$ cat src/rtl/lhn_mul_seq_param.sv
// lhn_mul_seq_param: parametrised sequential shift-add multiplier with start/done handshake,
// optional two's-complement operands and optional early termination.
`default_nettype none

module lhn_mul_seq_param #(
  parameter int WIDTH      = 6,
  parameter bit EARLY_EXIT = 1'b1
) (
  input  logic               clock_i,
  input  logic               reset_i,
  input  logic               start_i,
  input  logic               signed_mode_i,
  input  logic [WIDTH-1:0]   multiplicand_i,
  input  logic [WIDTH-1:0]   multiplier_i,
  output logic [2*WIDTH-1:0] product_o,
  output logic               busy_o,
  output logic               done_o
);

  localparam int PW = 2 * WIDTH;
  localparam int CW = (WIDTH > 2) ? $clog2(WIDTH) : 1;

  localparam logic [1:0] S_IDLE = 2'd0;
  localparam logic [1:0] S_RUN  = 2'd1;
  localparam logic [1:0] S_DONE = 2'd2;

  localparam logic [CW-1:0] LAST_COUNT = CW'(WIDTH - 1);

  logic [1:0]       state_q,   state_d;
  logic [WIDTH-1:0] mcand_q,   mcand_d;
  logic [WIDTH-1:0] mplr_q,    mplr_d;
  logic [PW-1:0]    acc_q,     acc_d;
  logic [CW-1:0]    count_q,   count_d;
  logic             neg_q,     neg_d;
  logic [PW-1:0]    product_q, product_d;

  logic [WIDTH-1:0] mag_a;
  logic [WIDTH-1:0] mag_b;
  logic [PW-1:0]    addend;
  logic [PW-1:0]    acc_sum;
  logic [WIDTH-1:0] mplr_shift;
  logic             last_step;
  logic [PW-1:0]    result;

  // Most negative operand maps to 2^(WIDTH-1), which still fits as an unsigned magnitude.
  always_comb begin
    mag_a = (signed_mode_i && multiplicand_i[WIDTH-1]) ? (-multiplicand_i) : multiplicand_i;
    mag_b = (signed_mode_i && multiplier_i[WIDTH-1])   ? (-multiplier_i)   : multiplier_i;
  end

  always_comb begin
    addend     = {{WIDTH{1'b0}}, mcand_q} << count_q;
    acc_sum    = mplr_q[0] ? (acc_q + addend) : acc_q;
    mplr_shift = mplr_q >> 1;
    last_step  = (count_q == LAST_COUNT) || (EARLY_EXIT && (mplr_shift == '0));
    result     = neg_q ? (-acc_sum) : acc_sum;
  end

  always_comb begin
    state_d   = state_q;
    mcand_d   = mcand_q;
    mplr_d    = mplr_q;
    acc_d     = acc_q;
    count_d   = count_q;
    neg_d     = neg_q;
    product_d = product_q;
    case (state_q)
      S_IDLE: begin
        if (start_i) begin
          mcand_d = mag_a;
          mplr_d  = mag_b;
          neg_d   = signed_mode_i & (multiplicand_i[WIDTH-1] ^ multiplier_i[WIDTH-1]);
          acc_d   = '0;
          count_d = '0;
          state_d = S_RUN;
        end
      end
      S_RUN: begin
        acc_d   = acc_sum;
        mplr_d  = mplr_shift;
        count_d = count_q + CW'(1);
        if (last_step) begin
          product_d = result;
          state_d   = S_DONE;
        end
      end
      S_DONE: begin
        state_d = S_IDLE;
      end
      default: begin
        state_d = S_IDLE;
      end
    endcase
  end

  always_ff @(posedge clock_i or posedge reset_i) begin
    if (reset_i) begin
      state_q   <= S_IDLE;
      mcand_q   <= '0;
      mplr_q    <= '0;
      acc_q     <= '0;
      count_q   <= '0;
      neg_q     <= 1'b0;
      product_q <= '0;
    end else begin
      state_q   <= state_d;
      mcand_q   <= mcand_d;
      mplr_q    <= mplr_d;
      acc_q     <= acc_d;
      count_q   <= count_d;
      neg_q     <= neg_d;
      product_q <= product_d;
    end
  end

  assign product_o = product_q;
  assign busy_o    = (state_q != S_IDLE);
  assign done_o    = (state_q == S_DONE);

endmodule

`default_nettype wire
$ cat config.mk
export PLATFORM = sky130hd
export DESIGN_NAME = lhn_mul_seq_param
export DESIGN_NICKNAME = d
export VERILOG_FILES = /design/src/rtl/lhn_mul_seq_param.sv
export SDC_FILE = /design/constraint.sdc
export NUM_CORES = 1
export LEC_CHECK = 0
export BUFFER_PORTS_ARGS = -buffer_cell sky130_fd_sc_hd__buf_2
export CAP_MARGIN = 30
export CORE_MARGIN = 2
export CORE_UTILIZATION = 60
export DETAILED_ROUTE_END_ITERATION = 16
export GPL_TIMING_DRIVEN = 0
export PLACE_DENSITY = 0.84
export SLEW_MARGIN = 25
export SYNTH_ARGS = -nofsm -noshare
export SYNTH_HDL_FRONTEND = slang
export SYNTH_SLANG_ARGS = --single-unit
$ cat constraint.sdc
create_clock -name clock_i -period 6.85 [get_ports clock_i]
set_input_delay 1.0275 -clock clock_i [delete_from_list [all_inputs] [get_ports clock_i]]
set_output_delay 1.0275 -clock clock_i [all_outputs]
set_load 0.01 [all_outputs]
## Yosys cells after proc, flatten, opt, wreduce, memory -nomap -nowiden

Index checks and enable logic that the tools add are counted.

- Flip-flop bits (word level): 42
- Input port bits: 16
- Output and inout bits: 14
- Word-level logic and storage cells: 44

- $add $sub $neg: 5
- Equality and inequality tests: 5
- Shift operators: 1
- Multiplexer cells: 13
- Bitwise logic cells: 2
- Reductions and logical operators: 11

Operators with widths:

| kind | count |
|---|---|
| $mux W12 | 3 |
| $pmux W12 S2 | 1 |
| $mux W6 | 3 |
| $add A12 B12 Y12 | 1 |
| $neg A12 Y12 | 1 |
| $neg A6 Y6 | 2 |
| $pmux W6 S2 | 1 |
| $shl A6 B3 Y12 | 1 |
| $reduce_and A2 Y1 | 4 |
| $logic_not A6 Y1 | 1 |
| $pmux W3 S2 | 1 |
| $mux W2 | 2 |
| $ne A2 B2 Y1 const B | 2 |
| $pmux W2 S2 | 1 |
| $reduce_bool A2 Y1 | 2 |
| $add A3 B1 Y3 const B | 1 |
| $eq A3 B3 Y1 const B | 1 |
| $mux W3 | 1 |
| $eq A2 B1 Y1 const B | 1 |
| $eq A2 B2 Y1 const B | 1 |
| $logic_and A1 B1 Y1 | 2 |
| $logic_not A2 Y1 | 1 |
| $and A1 B1 Y1 | 1 |
| $logic_or A1 B1 Y1 | 1 |
| $xor A1 B1 Y1 | 1 |

## Longest topological paths before layout

- Depth after elaboration: 5
- Depth in mapped cells: 15
- Gate-level depth less buffers: 14

## Worst setup path before layout

No wires, ideal clock.

- Kind: reg-to-reg
- From: register count_q[1]
- To: register product_q[11], in the netlist product_o[11]
- Setup time: 0.076 ns
- Arrival time: 3.477 ns
- Required time: 6.774 ns
- Path slack: 3.296 ns
- Stages on the path, launching flop included: 15
- Buffers on the path: 1
- Cells stage by stage: dfrtp_1 > buf_1 > mux2i_1 > nor2_1 > a31oi_1 > nor2_1 > ha_1 > a211oi_2 > o211ai_2 > and4b_4 > a211oi_4 > or3b_4 > o41ai_2 > xnor3_1 > o21ai_1

- Cells in the longest elaborated chain, start to end: 5
- Elaborated cells between the ends (all ways): 8
- Classes of those cells: 2 x add/sub; 1 x eq/ne; 1 x shift; 2 x mux; 2 x reduce/logical

RTL lines:

| item | line | text |
|---|---|---|
| start, declared | 33 | `logic [CW-1:0] count_q, count_d;` |
| start signal, assigned | 110 | `count_q <= count_d;` |
| $shl A6 B3 Y12 | 52 | `addend = {{WIDTH{1'b0}}, mcand_q} << count_q;` |
| $add A12 B12 Y12 | 53 | `acc_sum = mplr_q[0] ? (acc_q + addend) : acc_q;` |
| $mux W12 | 53 |  |
| $neg A12 Y12 | 56 | `result = neg_q ? (-acc_sum) : acc_sum;` |
| $mux W12 | 56 |  |
| end signal, assigned | 112 | `product_q <= product_d;` |
| end, declared | 35 | `logic [PW-1:0] product_q, product_d;` |

Several ways; a longest one is shown, not always the timed one.
A chain may end at the register's enable or synchronous reset.

## Worst setup path after layout

Same ends and word-level chain as after synthesis.

==> summary.md <==
| Metric | Value |
|---|---|
| Outcome | `finished clean` |
| Worst-Skew Late Latency | `0.30 ns` |
| Critical setup path kind | `reg2reg` |
| Kind of path behind the tightest hold check | `reg2reg` |
| Max Cap Violations | `0` |
| Overflow left after global routing | `0` |
| Post-route cell area | `3351 um2` |
| Leakage dissipation | `0.001556 uW` |
| Most common flop cell mapped by yosys | `sky130_fd_sc_hd__dfrtp_1` |
| Netlist area before placement | `2985 um2` |
| Buffer type at the clock tree root | `sky130_fd_sc_hd__clkbuf_8` |
| Buffers on Ports | `29` |
| Peak supply drop | `0.2430 mV` |
| Final-report hold violation count | `0` |
| Total Routed Length | `6873 um` |
| Register bit count reported by yosys | `42` |
| Placed cell area | `3242 um2` |
| Area growth from synthesis to layout | `12.24%` |
| Fraction of final layout cells with drive strength greater than 1 | `0.1554` |
| Synth warnings | `0` |
| Number of antenna violations at the first check in global routing | `0` |
| Maximum number of pins on one net before global-route repair | `24` |
| Critical path startpoint category | `flip-flop` |
| Row cnt | `25` |
| Total count of max-transition violations in the final report | `0` |
| Average instance area after synthesis | `8.579 um2` |
| Clk sink count | `42` |
| Number of buffers inserted by post-CTS setup repair | `0` |
| Final worst path period need | `4.167 ns` |
| Die outline width | `74.54 um` |
| Critical path capture point type | `flip-flop` |
| Number of cells produced by synthesis | `348` |
| Total routing usage reported by global routing | `0.2707` |
| Total number of nets in the final design | `418` |
| Number of distinct library cells after synthesis | `55` |
| Num ports | `30` |
| Cells along the critical path | `buf_1, mux2i_1, nor2_1, a31oi_1, nor2_1, ha_1, a211oi_2, o21ai_0, nand2_1, o211ai_1, or3b_4, o41ai_2, xnor3_1, o21ai_1` |
| Top-area cell type share of the netlist area | `0.3521` |
| Final setup violation count | `0` |
| Detailed-placement wirelength estimate | `5334 um` |
| Met2 GRT Util | `0.4690` |
| Highest clock rate | `240.0 MHz` |
| Relative slew margins | `0.5759` |
| Met1 GRT Util | `0.3442` |
| Resized cells post-CTS | `0` |
| Fraction of registers with async set/reset | `1.000` |
| Drc violations | `0` |
| Family of cells with the greatest summed delay on the critical path | `compound AO/OA/AOI/OAI gates` |
| Setup repair after global routing missed its margin | `false` |
| Maximum clock insertion buffer count | `2` |
| Cell accounting for the most synthesized area | `sky130_fd_sc_hd__dfrtp_1` |
| Number of global-route vias before repair | `2586` |
| Met3 demand-to-capacity share in global routing | `0.04878` |
| Power Dens Cells | `554.7 nW/um2` |
| Crit path max fanout | `10` |
| Number of vias per cell | `5.892` |
| Cts bufs inserted | `5` |
| Count of flip-flops with a built-in enable after synthesis | `0` |
| Core Region | `4755 um2` |
| Via count of the routed design | `2669` |
| Diode insertion count for antenna repair | `0` |
| Top post-synthesis cells by area | `sky130_fd_sc_hd__dfrtp_1, sky130_fd_sc_hd__o21ai_0, sky130_fd_sc_hd__ha_1` |
| Weighted congestion at the end of routability-driven global placement | `0.9817` |
| Number of hold buffers added after cts | `0` |
| Stage delay of the slowest cell on the critical path | `0.51 ns` |
| Initial standard-cell utilization of the core | `0.6279` |
| DRC violation total after the first TritonRoute iteration | `113` |
| Worst clock skew | `0.003834 ns` |
| Least-Margin Pin Slew | `0.6333 ns` |
| Sequential cell area fraction in the yosys report | `0.3521` |
| Req. time, crit path | `7.08 ns` |
| Filler cells | `400` |
| Per-cell routed wire length | `15.17 um` |
| Most frequent cells in the layout | `sky130_fd_sc_hd__nand2_1, sky130_fd_sc_hd__o21ai_0, sky130_fd_sc_hd__dfrtp_1` |
| Buf/Inv on CP | `1` |
| Global-route wire length before repair | `11630 um` |
| Most utilized layer in the global route result | `met2` |
| Most numerous cell on the critical path | `sky130_fd_sc_hd__nor2_1` |
| Antenna Violating Nets Remaining | `0` |
| Vert. Die Dim | `74.54 um` |
| Number of nets produced by synthesis | `381` |
| Arrival time reported for the critical path endpoint | `4.40 ns` |
| Clk pin slew, worst setup/hold paths | `0.08 ns` |
| Level count of the clock H-tree | `2` |
| Full die area | `5555 um2` |
| Accumulated negative setup slack | `0 ns` |
| Pre-Repair DR Iteration Count | `4` |
| Cell with the largest stage delay on the worst path | `sky130_fd_sc_hd__or3b_4` |
| Final Cycle Share | `0.6084` |
| Clock tree from TritonCTS | `built` |
## where the power goes
group	switching, uW	internal, uW	leakage [uW]
Sequential	90.1	355	0.000540
Clock	89.0	107	0.0000579
Combinational	730	486	0.000958
## cells by family after synthesis
kind of cell | Yosys count | synth area share
AO/OA/AOI/OAI | 99 | 0.2112
XOR/XNOR | 21 | 0.06622
adder cells (fa/ha/maj) | 17 | 0.07376
buffers and inverters | 30 | 0.04652
flip-flops | 42 | 0.3521
multiplexers | 17 | 0.05951
AND/OR/NAND/NOR | 122 | 0.1907
## worst reg2reg max path: stages (launching register included)
cell and delay (ns):
sky130_fd_sc_hd__dfrtp_1 0.43, sky130_fd_sc_hd__buf_1 0.41, sky130_fd_sc_hd__mux2i_1 0.28, sky130_fd_sc_hd__nor2_1 0.06, sky130_fd_sc_hd__a31oi_1 0.22, sky130_fd_sc_hd__nor2_1 0.11
sky130_fd_sc_hd__ha_1 0.38, sky130_fd_sc_hd__a211oi_2 0.35, sky130_fd_sc_hd__o21ai_0 0.24, sky130_fd_sc_hd__nand2_1 0.10, sky130_fd_sc_hd__o211ai_1 0.26, sky130_fd_sc_hd__or3b_4 0.51
sky130_fd_sc_hd__o41ai_2 0.36, sky130_fd_sc_hd__xnor3_1 0.27, sky130_fd_sc_hd__o21ai_1 0.12
## cell usage after synthesis (3+ instances only)
library cell,count
sky130_fd_sc_hd__nand2_1,51
sky130_fd_sc_hd__o21ai_0,51
sky130_fd_sc_hd__dfrtp_1,42
sky130_fd_sc_hd__nand3_1,21
sky130_fd_sc_hd__nor2_1,20
sky130_fd_sc_hd__ha_1,16
sky130_fd_sc_hd__xnor2_1,15
sky130_fd_sc_hd__inv_1,14
sky130_fd_sc_hd__a21oi_1,12
sky130_fd_sc_hd__mux2i_1,11
sky130_fd_sc_hd__clkbuf_1,10
sky130_fd_sc_hd__nor3_1,8
sky130_fd_sc_hd__mux2_2,6
sky130_fd_sc_hd__nand2b_1,6
sky130_fd_sc_hd__xor2_1,5
sky130_fd_sc_hd__a211oi_1,4
sky130_fd_sc_hd__a22oi_1,4
sky130_fd_sc_hd__nand4_1,3
sky130_fd_sc_hd__o22ai_1,3
sky130_fd_sc_hd__o31ai_1,3
## layer usage
layer	share of wire	wire length (um)	vias up
met4	0.017	118	0
li1	-	-	1306
met1	0.45	3095	1289
met3	0.036	246	14
met5	0	0	-
met2	0.50	3412	60
## metrics by stage
step,setup WS [ns],total power (uW),hold WS [ns],util,std cells
floorplan,3.296,1349,0.4652,-,348
global placement,2.847,1606,0.4573,0.6761,444
detailed placement,2.776,1650,0.4654,0.6818,445
CTS,2.735,1851,0.4836,0.7047,453
global route,2.497,2017,0.5234,0.7047,453
finish,2.683,1859,0.4808,0.7047,453
## worst paths after layout
check	start	to	slack [ns]	cells past startpoint
setup reg to reg	count_q[1]$_DFFE_PP0P_	product_o[11]$_DFFE_PP0P_	2.68	14
min in group asynchronous	reset_i	count_q[1]$_DFFE_PP0P_	0.76	2
max in group asynchronous	reset_i	acc_q[1]$_DFFE_PP0P_	5.62	3
setup / recovery	count_q[1]$_DFFE_PP0P_	product_o[11]$_DFFE_PP0P_	2.68	14
hold reg to reg	product_o[6]$_DFFE_PP0P_	product_o[6]$_DFFE_PP0P_	0.48	2
hold / removal	product_o[6]$_DFFE_PP0P_	product_o[6]$_DFFE_PP0P_	0.48	2
## sequential cells by signal (all words and copies together), names as in the netlist
signal	count
mplr_q	6
product_o	12
neg_q	1
mcand_q	6
acc_q	12
count_q	3
state_q	2
## cell type report
type	instances	area, um2	share of cell area
Buffer	16	86.33	0.02577
Clock buffer	5	68.82	0.02054
Clock inverter	3	40.04	0.01195
Inverter	14	52.55	0.01568
Multi-Input combinational cell	276	1795	0.5358
Sequential cell	42	1051	0.3137
Tap cell	67	83.83	0.02502
Timing Repair Buffer	30	172.7	0.05153
Note: power is estimated with default switching activity, not from simulation.
